$ cat src/rtl/mips32_pkg.sv
// Shared MIPS32 core definitions: response owner encoding, datapath width, HLT opcode.
// Combinational constants only; no timing or backpressure of its own.
package mips32_pkg;

  localparam int MIPS32_DATA_W = 32;

  localparam logic OWN_IF = 1'b0;
  localparam logic OWN_DM = 1'b1;

  localparam logic [5:0] OP_HLT = 6'b111111;

  typedef struct packed {
    logic vld;
    logic own;
  } rsp_tag_t;

endpackage

$ cat src/rtl/mips32_rsp_tag_pipe.sv
// LAT-deep shift register of {valid, owner} tags that follows reads through the memory.
// Latency LAT cycles, one entry shifted in every cycle, never stalls.
module mips32_rsp_tag_pipe
  import mips32_pkg::*;
#(
  parameter int LAT = 1
) (
  input  logic     clk,
  input  logic     rst_n,
  input  rsp_tag_t tag,
  output rsp_tag_t head,
  output logic     any_vld
);

  rsp_tag_t stage [LAT];

  always_ff @(posedge clk or negedge rst_n) begin
    if (!rst_n) begin
      for (int i = 0; i < LAT; i++) stage[i] <= '0;
    end else begin
      stage[0] <= tag;
      for (int i = 1; i < LAT; i++) stage[i] <= stage[i-1];
    end
  end

  always_comb begin
    any_vld = 1'b0;
    for (int i = 0; i < LAT; i++) any_vld = any_vld | stage[i].vld;
  end

  assign head = stage[LAT-1];

endmodule

$ cat src/rtl/mips32_mem_arbiter.sv
// Single-port IF/MEM arbiter: data priority, bounded fetch starvation, halt blocks fetch.
// Grant is combinational, read data returns MEM_LAT cycles later; requesters hold req until gnt.
module mips32_mem_arbiter
  import mips32_pkg::*;
#(
  parameter int ADDR_W     = 10,
  parameter int DATA_W     = MIPS32_DATA_W,
  parameter int MEM_LAT    = 1,
  parameter int STARVE_MAX = 4
) (
  input  logic              clk,
  input  logic              rst_n,
  input  logic              if_req,
  input  logic [ADDR_W-1:0] if_addr,
  output logic              if_gnt,
  output logic              if_rvalid,
  output logic [DATA_W-1:0] if_rdata,
  input  logic              dm_req,
  input  logic              dm_we,
  input  logic [ADDR_W-1:0] dm_addr,
  input  logic [DATA_W-1:0] dm_wdata,
  output logic              dm_gnt,
  output logic              dm_rvalid,
  output logic [DATA_W-1:0] dm_rdata,
  input  logic              halt,
  output logic              mem_en,
  output logic              mem_we,
  output logic [ADDR_W-1:0] mem_addr,
  output logic [DATA_W-1:0] mem_wdata,
  input  logic [DATA_W-1:0] mem_rdata,
  output logic              busy
);

  localparam logic [3:0] STARVE_LIM = 4'(STARVE_MAX);

  logic [3:0] starve_cnt;
  logic       if_win;
  rsp_tag_t   tag_in;
  rsp_tag_t   tag_out;
  logic       tag_busy;

  // Fetch only beats a data request once it has waited STARVE_MAX data grants.
  assign if_win = if_req & ~halt & (~dm_req | (starve_cnt == STARVE_LIM));
  assign if_gnt = rst_n & if_win;
  assign dm_gnt = rst_n & dm_req & ~if_win;

  always_ff @(posedge clk or negedge rst_n) begin
    if (!rst_n) begin
      starve_cnt <= '0;
    end else if (!halt) begin
      if (!if_req || if_gnt) starve_cnt <= '0;
      else if (dm_gnt)       starve_cnt <= starve_cnt + 4'd1;
    end
  end

  assign mem_en    = if_gnt | dm_gnt;
  assign mem_we    = dm_gnt & dm_we;
  assign mem_addr  = if_gnt ? if_addr : dm_addr;
  assign mem_wdata = dm_gnt ? dm_wdata : '0;

  // Stores occupy a slot but never produce a response.
  assign tag_in.vld = if_gnt | (dm_gnt & ~dm_we);
  assign tag_in.own = dm_gnt ? OWN_DM : OWN_IF;

  mips32_rsp_tag_pipe #(.LAT(MEM_LAT)) u_tag_pipe (
    .clk     (clk),
    .rst_n   (rst_n),
    .tag     (tag_in),
    .head    (tag_out),
    .any_vld (tag_busy)
  );

  assign if_rvalid = tag_out.vld & (tag_out.own == OWN_IF);
  assign dm_rvalid = tag_out.vld & (tag_out.own == OWN_DM);
  assign if_rdata  = mem_rdata;
  assign dm_rdata  = mem_rdata;

  assign busy = if_req | dm_req | tag_busy;

endmodule

$ cat config.mk
export PLATFORM = sky130hd
export DESIGN_NAME = mips32_mem_arbiter
export DESIGN_NICKNAME = d
export VERILOG_FILES = /design/src/rtl/mips32_pkg.sv /design/src/rtl/mips32_rsp_tag_pipe.sv /design/src/rtl/mips32_mem_arbiter.sv
export SDC_FILE = /design/constraint.sdc
export NUM_CORES = 1
export LEC_CHECK = 0
export ABC_CLOCK_PERIOD_IN_PS = 2200
export CAP_MARGIN = 10
export CORE_AREA = 2 2 80 82
export CTS_CLUSTER_SIZE = 20
export DETAILED_ROUTE_END_ITERATION = 10
export DIE_AREA = 0 0 82 84
export PLACE_DENSITY = 0.8
export SLEW_MARGIN = 20
export SYNTH_ARGS = -nofsm -noshare
export SYNTH_HDL_FRONTEND = slang
export SYNTH_SLANG_ARGS = --single-unit
$ cat constraint.sdc
create_clock -name clk -period 2.2 [get_ports clk]
set_input_delay 0.44 -clock clk [delete_from_list [all_inputs] [get_ports clk]]
set_output_delay 0.44 -clock clk [all_outputs]
set_load 0.03 [all_outputs]
; ---- Word level (Yosys, flattened, before mapping)
; Cells that the tools add are included.
; W data, S select, Z words.
[totals]
ff_bits = 6
latchBits = 0
ramBits = 0
romBits = 0
memories = 0
[op_classes]
n_addsub = 1
n_mul = 0
div_mod_pow = 0
magnitude_cmp = 0
eq_ne = 1
shifts = 0
n_mux = 5
bitwise_logic = 19
n_reduce_logical = 4
[ops]
columns = operator, n
row1 = $mux W32, 1
row2 = $mux W10, 1
row3 = $and A1 B1 Y1, 9
row4 = $mux W4, 2
row5 = $not A1 Y1, 5
row6 = $or A1 B1 Y1, 5
row7 = $add A4 B1 Y4 const B, 1
row8 = $eq A4 B3 Y1 const B, 1
row9 = $reduce_and A2 Y1, 1
row10 = $reduce_bool A2 Y1, 1
row11 = $logic_not A1 Y1, 1
row12 = $logic_or A1 B1 Y1, 1
row13 = $mux W1, 1

; ---- Logic depth before layout (Yosys ltp)
; Gate-level depths: netlist of the first run.
[logic_depth]
ltp_word = 7
ltp_mapped = 6
depth_no_buf = 5

; ---- Modules after synthesis
; Synthesis of the first run repeated with hierarchy kept, for this count alone.
[unflattened]
hier_cells = 160
hier_area_um2 = 1323.8
[by_module_without_submodules]
columns = mod, n_inst, cells_per_inst, area_each_um2
row1 = mips32_mem_arbiter, 1, 157, 1266.2
row2 = mips32_rsp_tag_pipe, 1, 3, 57.6

; ---- Worst setup path before layout of the first run
; OpenSTA, ideal clock, no wires.
[synth_timing]
path_kind = register to output
from = reg starve_cnt[1]
to = out mem_wdata[19]
arrival_ps = 1574
required_ps = 1760
path_slack_ps = 186
path_stages_with_launch = 7
path_buffers = 1
path_cell_list = dfrtp_1 inv_1 ha_1 and3b_4 a21oi_4 buf_6 and2_1
[synth_between]
elab_chain_cells = 6
[synth_rtl]
columns = item, line_no
row1 = from (decl), mips32_mem_arbiter.sv:36  ; logic [3:0] starve_cnt;
row2 = from (signal assigned), mips32_mem_arbiter.sv:52  ; else if (dm_gnt) starve_cnt <= starve_cnt + 4'd1;
row3 = $eq A4 B3 Y1, mips32_mem_arbiter.sv:43  ; assign if_win = if_req & ~halt & (~dm_req | (starve_cnt == STARVE_LIM));
row4 = $or A1 B1 Y1, mips32_mem_arbiter.sv:43
row5 = $and A1 B1 Y1, mips32_mem_arbiter.sv:43
row6 = $not A1 Y1, mips32_mem_arbiter.sv:45  ; assign dm_gnt = rst_n & dm_req & ~if_win;
row7 = $and A1 B1 Y1, mips32_mem_arbiter.sv:45
row8 = via dm_gnt, mips32_mem_arbiter.sv:22  ; output logic dm_gnt,
row9 = $mux W32, mips32_mem_arbiter.sv:59  ; assign mem_wdata = dm_gnt ? dm_wdata : '0;
row10 = to (decl), mips32_mem_arbiter.sv:29  ; output logic [DATA_W-1:0] mem_wdata,
; The timed path passes the listed nets, and every way through them passes these cells.

; ---- Final worst setup path of the first run
[layout_timing]
from = reg starve_cnt[0]
to = out mem_wdata[5]
[layout_between]
elab_chain_cells = 6
[layout_rtl]
columns = item, line_no
row1 = $eq A4 B3 Y1, mips32_mem_arbiter.sv:43
row2 = $or A1 B1 Y1, mips32_mem_arbiter.sv:43
row3 = $and A1 B1 Y1, mips32_mem_arbiter.sv:43
row4 = $not A1 Y1, mips32_mem_arbiter.sv:45
row5 = $and A1 B1 Y1, mips32_mem_arbiter.sv:45
row6 = $mux W32, mips32_mem_arbiter.sv:59
; Every way passes these cells.

==> metrics.csv, run 1 <==
metric,value,unit
status,"finished, violations left",
violations,setup timing,
fp.coreArea,0.00610,mm^2
nNetsFinal,316,
areaGrowthSynthToFinish,77.5,%
rrSetupSlack,0.67,ns
fp-row-count,29,
arrival,1.85,ns
htree_levels,1,
clock-root-buffer,clkbuf_8,
dp_hpwl,3080,um
drc,0,
syn-num-nets,254,
final_layout_size_suffix_gt1_share,56.3,%
cts_buffer_depth,2,
ios,203,
min_period_over_period,104,%
cts_tree,done,
p_leak,1.12,nW
cp-end-kind,primary output,
dieArea,0.00689,mm^2
drt_wl_total,4430,um
grt_pass1_wl,7030,um
yosysTopAreaCell,buf_4,
yosysSeqAreaShare,10.8,%
ant_nets,0,
grt_start_max_net_pins,18,
worst_r2r_path_depth,8,
ys_types,32,
r2r-end,u_tag_pipe.head[0]$_DFF_PN0_,
timing.fmax,437,MHz
wl_per_cell,14.8,um
synth-edff-count,0,
first_global_vias,1352,
insertedDiodeCount,0,
hold_violations,0,
finalMaxSlewViolations,0,
cts_sinks,6,
avgSynthCellArea,8.60,um^2
synth_common_cells,"65 x buf_4, 34 x and2_1, 9 x mux2_4, 6 x dfrtp_1",
finalSetupViolations,40,
vias,1193,
portBuffers,106,
ys_seq_elements,6,
overflow,0,
clk_pin_slew,0.04,ns
antenna_found_initial,0,
startpoint_type,flop,
max_cap_violations,0,
fin_crit,2.29,ns
yosysWarnings,0,
syn_inst,162,
slew_headroom,78.2,%
grt.total_usage,13.4,%
dp_cells,287,
hold_path.class,in -> async,
grt_setup_unrepaired,yes,
firstDrtPassIters,4,
gp_congestion,0.855,
pre_cts_ws,-0.611,ns
finalNonFillerCells,299,
synthArstFlopShare,100,%
die_y,84,um
fin_ws,-0.0904,ns
vdd_drop_max,0.148,mV
start_util,22.8,%
via_per_inst,3.99,
worstSkewPairLatency,0.23,ns
synth_top_cell_area_share,35.0,%
worst_slew_pin_slew,0.326,ns
yosysMostFrequentCell,buf_4,
cp_data_required_time,1.76,ns
synth_flop_cell,dfrtp_1,
crit_fanout,8,
cts_buffers,3,
crit_type,reg -> out,
dieWidth,82,um
clock-skew-final,0.000185,ns
syn_area,0.00139,mm^2
synth.area.top_cells,"buf_4 35%, and2_1 15%, dfrtp_1 11%",
fin_setup_tns,-2.68,ns
drt_iter0_markers,35,
cellPowerDensity,299,mW/mm^2
fill_cells,618,
cts_hold_buf,0,
reg2reg_from,starve_cnt[0]$_DFFE_PN0P_,
-- report_power, final --
part	total, mW	internal [mW]	switching [mW]
Clock	0.172	0.118	0.0538
Combinational	0.451	0.266	0.185
Sequential	0.117	0.115	0.00214
-- area by class of cell --
| class | instances | area, um^2 | area share [%] |
|---|---|---|---|
| Tap cell | 77 | 96.3 | 3.90 |
| Clock buffer | 3 | 41.3 | 1.67 |
| Timing Repair Buffer | 129 | 1400 | 56.8 |
| Sequential cell | 6 | 150 | 6.07 |
| Inverter | 2 | 7.51 | 0.304 |
| Multi-Input combinational cell | 82 | 773 | 31.3 |
-- how the worst max path moves through the flow --
stage,to,depth (start not counted),start,slack [ns]
final,mem_wdata[5],9,starve_cnt[0]$_DFFE_PN0P_,-0.09
after global routing,mem_wdata[0],9,starve_cnt[0]$_DFFE_PN0P_,-0.14
after CTS,mem_wdata[0],9,starve_cnt[0]$_DFFE_PN0P_,-0.06
after detailed placement,mem_addr[1],6,rst_n,-0.61
after global placement,mem_addr[6],6,rst_n,-0.60
after floorplan,mem_wdata[19],6,starve_cnt[1]$_DFFE_PN0P_,0.19
-- stage by stage --
step	total power [mW]	hold slack [ns]	utilization (%)	cell area, um^2
after global placement	0.477	0.573	33.3	2030
after global routing	0.780	0.401	40.6	2470
after floorplan	0.509	0.144	-	1390
final	0.740	0.402	40.6	2470
after detailed placement	0.480	0.603	33.3	2030
after CTS	0.724	0.408	39.4	2400
-- kinds of logic after synthesis --
family	Yosys count	synth area share, %
AOI/OAI and AO/OA	14	8.45
adders and majority gates	2	1.80
buffers and inverters	74	40.5
DFF	6	10.8
muxes	11	11.2
and+or+nand+nor	55	27.2
-- metal layers --
layer  track usage, %  vias to the layer above  wire, um
met4             5.30                        0        91
li1                 -                      583         -
met5                0                        -         0
met1             15.3                      540      1670
met3             6.06                       13       383
met2             21.6                       57      2290
-- state kept, by name, summed over array words and instances (netlist names) --
register and cells:
u_tag_pipe.any_vld 1, starve_cnt 4, u_tag_pipe.head 1
-- placed cells by master (no fill, tap or decap), types with 2 or more instances in the layout --
| cell | netlist | routed |
|---|---|---|
| clkdlybuf4s50_1 | 0 | 55 |
| buf_6 | 3 | 48 |
| and2_4 | 0 | 33 |
| buf_4 | 65 | 14 |
| mux2_4 | 9 | 9 |
| dfrtp_1 | 6 | 6 |
| dlygate4sd2_1 | 0 | 4 |
| nor2b_1 | 3 | 3 |
| and3b_1 | 3 | 3 |
| nand3_1 | 3 | 3 |
| clkbuf_8 | 0 | 3 |
| buf_16 | 0 | 3 |
| buf_12 | 1 | 3 |
| inv_2 | 0 | 2 |
| a21oi_4 | 2 | 2 |
| nand3b_4 | 2 | 2 |
| o21a_1 | 2 | 2 |
| nand2b_1 | 2 | 2 |
| a211oi_1 | 2 | 2 |
| a21oi_1 | 2 | 2 |
| nor2_1 | 2 | 2 |
| o21ai_0 | 2 | 2 |
-- critical path, cell delays in order, from the launching register on --
cell       delay (ns)
dfrtp_1          0.36
inv_2            0.06
ha_4             0.17
buf_6            0.11
and3b_4          0.20
a21oi_4          0.19
buf_12           0.14
clkbuf_16        0.14
and2_4           0.13
buf_6            0.12
-- what timing repair did --
action,4_1_cts,5_1_grt
resized for setup,136,17
setup buffers,4,1
endpoints found under the hold margin,0,0
pin swaps,4,18
setup endpoints to repair,44,43
gates cloned,3,1
No activity file was read; power rests on OpenSTA's default activity.
==> inputs of run 2 (changes only) <==
CORE_AREA = 2 2 79 81   (was 2 2 80 82)
DIE_AREA = 0 0 81 83   (was 0 0 82 84)
SYNTH_HIERARCHICAL = 1   (was default)
==> metrics.csv, run 2 <==
metric,value,unit,change
ys_seq_elements,6,,unchanged
cp_slowest_stage_delay,0.38,ns,+0.02 ns
min_period_over_period,102,%,-1.7 points
ant_nets,0,,unchanged
synth_common_cells,"65 x buf_4, 29 x and3_1, 6 x dfrtp_1, 6 x mux2_2, 5 x buf_6",,
hold_path.class,in -> async,,
rrSetupSlack,0.53,ns,-0.14 ns
cts_buffers,3,,unchanged
drt_iter0_markers,19,,-46%
clock-root-buffer,clkbuf_8,,
largest-register,starve_cnt,,
final_cell_mix,"55 x clkdlybuf4s50_1, 42 x buf_6, 33 x and3_4",,
yosysSeqAreaShare,11.3,%,+0.56 points
vias,1327,,+11%
fin_util,43.8,%,+3.2 points
place_area,0.00201,mm^2,-1.2%
cts_buffer_depth,2,,unchanged
fin_ws,-0.0520,ns,+0.0384 ns
synth_flop_cell,dfrtp_1,,
yosysWarnings,6,,+6
wl_met1,2000,um,+20%
top_layer,met4,,
crit_type,reg -> out,,
firstDrtPassIters,4,,unchanged
fp-row-count,28,,-3.4%
hold_violations,0,,unchanged
largest_register_ffs,4,,unchanged
slew_headroom,79.1,%,+0.89 points
wl_per_cell,18.7,um,+26%
crit_fanout,8,,unchanged
nNetsFinal,310,,-1.9%
drt_wl_total,5450,um,+23%
cp_data_required_time,1.76,ns,about the same
finalNonFillerCells,291,,-2.7%
pre_cts_ws,-0.594,ns,+0.0172 ns
dp_hpwl,3650,um,+19%
cp-startpoint,starve_cnt[0]$_DFFE_PN0P_,,
worst_slew_pin_slew,0.313,ns,-0.0133 ns
yosysMostFrequentCell,buf_4,,
syn-num-nets,252,,-0.79%
vdd_drop_max,0.114,mV,-23%
fin_crit,2.25,ns,-0.0384 ns
wl_met3,413,um,+7.8%
finalMaxSlewViolations,0,,unchanged
htree_levels,1,,unchanged
synthArstFlopShare,100,%,unchanged
overflow,0,,unchanged
ys_types,31,,-3.1%
drc,0,,unchanged
dp_cells,279,,-2.8%
timing.fmax,444,MHz,+1.7%
reg2reg_from,starve_cnt[0]$_DFFE_PN0P_,,
arrival,1.81,ns,-0.04 ns
path_cells,"inv_1, ha_2, nand3b_4, buf_8, a211o_4, and3_4, buf_12",,
gp_congestion,0.847,,-0.88%
grt_start_max_net_pins,37,,+19
cp-end-kind,primary output,,
worst_r2r_path_depth,7,,-1
die_y,83,um,-1.2%
portBuffers,106,,unchanged
synth.area.top_cells,"buf_4 37%, and3_1 14%, dfrtp_1 11%",,
start_util,22.8,%,-0.082 points
dieArea,0.00672,mm^2,-2.4%
syn_area,0.00132,mm^2,-4.9%
fill_cells,566,,-8.4%
yosysTopAreaCell,buf_4,,
cpMaxStageDelayCell,dfrtp_1,,
synth_top_cell_area_share,36.9,%,+1.8 points
cts_tree,done,,
grt_setup_unrepaired,yes,,
insertedDiodeCount,0,,unchanged
final_common_cell,clkdlybuf4s50_1,,
cts_hold_buf,0,,unchanged
grt.total_usage,15.2,%,+1.8 points
critPathCapture,mem_wdata[7],,
avgSynthCellArea,8.27,um^2,-3.8%
cts_sinks,6,,unchanged
clock-skew-final,0.00363,ns,+0.00345 ns
worstSkewPairLatency,0.23,ns,about the same
finalSetupViolations,44,,+10%
first_global_vias,1404,,+3.8%
violations,setup timing,,
ios,203,,unchanged
final-seq-area,150,um^2,unchanged
via_per_inst,4.56,,+14%
cellPowerDensity,295,mW/mm^2,-1.5%
finalInstanceArea,0.00255,mm^2,+3.0%
syn_inst,160,,-1.2%
fp.coreArea,0.00582,mm^2,-4.6%
areaGrowthSynthToFinish,92.3,%,
power,0.750,mW,+1.4%
max_cap_violations,0,,unchanged
clk_pin_slew,0.04,ns,about the same
grt_pass1_wl,7760,um,+10%
status,"finished, violations left",,
antenna_found_initial,0,,unchanged
p_leak,1.11,nW,-1.1%
synth-edff-count,0,,unchanged
r2r-end,u_tag_pipe/head[0]$_DFF_PN0_,,
multiInputGateArea,896,um^2,+16%
dieWidth,81,um,-1.2%
startpoint_type,flop,,
final_layout_size_suffix_gt1_share,56.0,%,-0.29 points
wl_met2,2870,um,+25%
-- run 2: logic make-up after synthesis --
| family | count (synthesis) | share of synthesized area (%) |
|---|---|---|
| adders and majority gates | 2 | 1.89 |
| buffers and inverters | 78 | 43.5 |
| muxes | 13 | 10.8 |
| and+or+nand+nor | 50 | 26.0 |
| DFF | 6 | 11.3 |
| AOI/OAI and AO/OA | 11 | 6.52 |
-- run 2: worst min path at each step --
stage / cells after the start / to / slack [ns]
floorplan: 0 / starve_cnt[0]$_DFFE_PN0P_ / 0.14
global placement: 2 / starve_cnt[0]$_DFFE_PN0P_ / 0.56
detailed placement: 2 / starve_cnt[0]$_DFFE_PN0P_ / 0.59
CTS: 2 / starve_cnt[0]$_DFFE_PN0P_ / 0.38
global route: 2 / starve_cnt[0]$_DFFE_PN0P_ / 0.38
finish: 2 / starve_cnt[0]$_DFFE_PN0P_ / 0.37
-- run 2: worst max-delay path: cells and delay by family (launching register included) --
kind | cells | cell delay (ns)
buf+inv | 3 | 0.35
flops | 1 | 0.38
fa+ha+maj | 1 | 0.18
simple gates | 2 | 0.29
compound gates | 1 | 0.38
-- run 2: metrics by stage --
step	setup TNS, ns	hold WS (ns)
after global placement	-12.89	0.562
after floorplan	0	0.144
final	-1.43	0.375
after detailed placement	-13.77	0.593
after CTS	-2.13	0.377
after global routing	-4.04	0.376
-- run 2: routing by layer --
| layer | global-route usage, % | vias up |
|---|---|---|
| met5 | 0 | - |
| met4 | 7.09 | 0 |
| met3 | 2.61 | 19 |
| met2 | 28.8 | 105 |
| met1 | 15.7 | 595 |
| li1 | - | 608 |
-- run 2: area by class of cell --
type	count	share of cell area [%]
clock buffers	3	1.62
multi-input cells	81	35.2
well taps	75	3.69
repair buffers	122	52.9
flip-flops and latches	6	5.90
inverters	4	0.737
-- run 2: power breakdown --
part | switching [mW] | internal [mW]
combinational | 0.200 | 0.259
sequential | 0.00251 | 0.116
clock | 0.0541 | 0.118
total | 0.257 | 0.493
-- run 2: timing repair --
item                       CTS  global route
setup endpoints to repair   46            45
pin swaps                   40             4
cloned                       5             1
gates resized for setup    129            43
buffers inserted             0             3
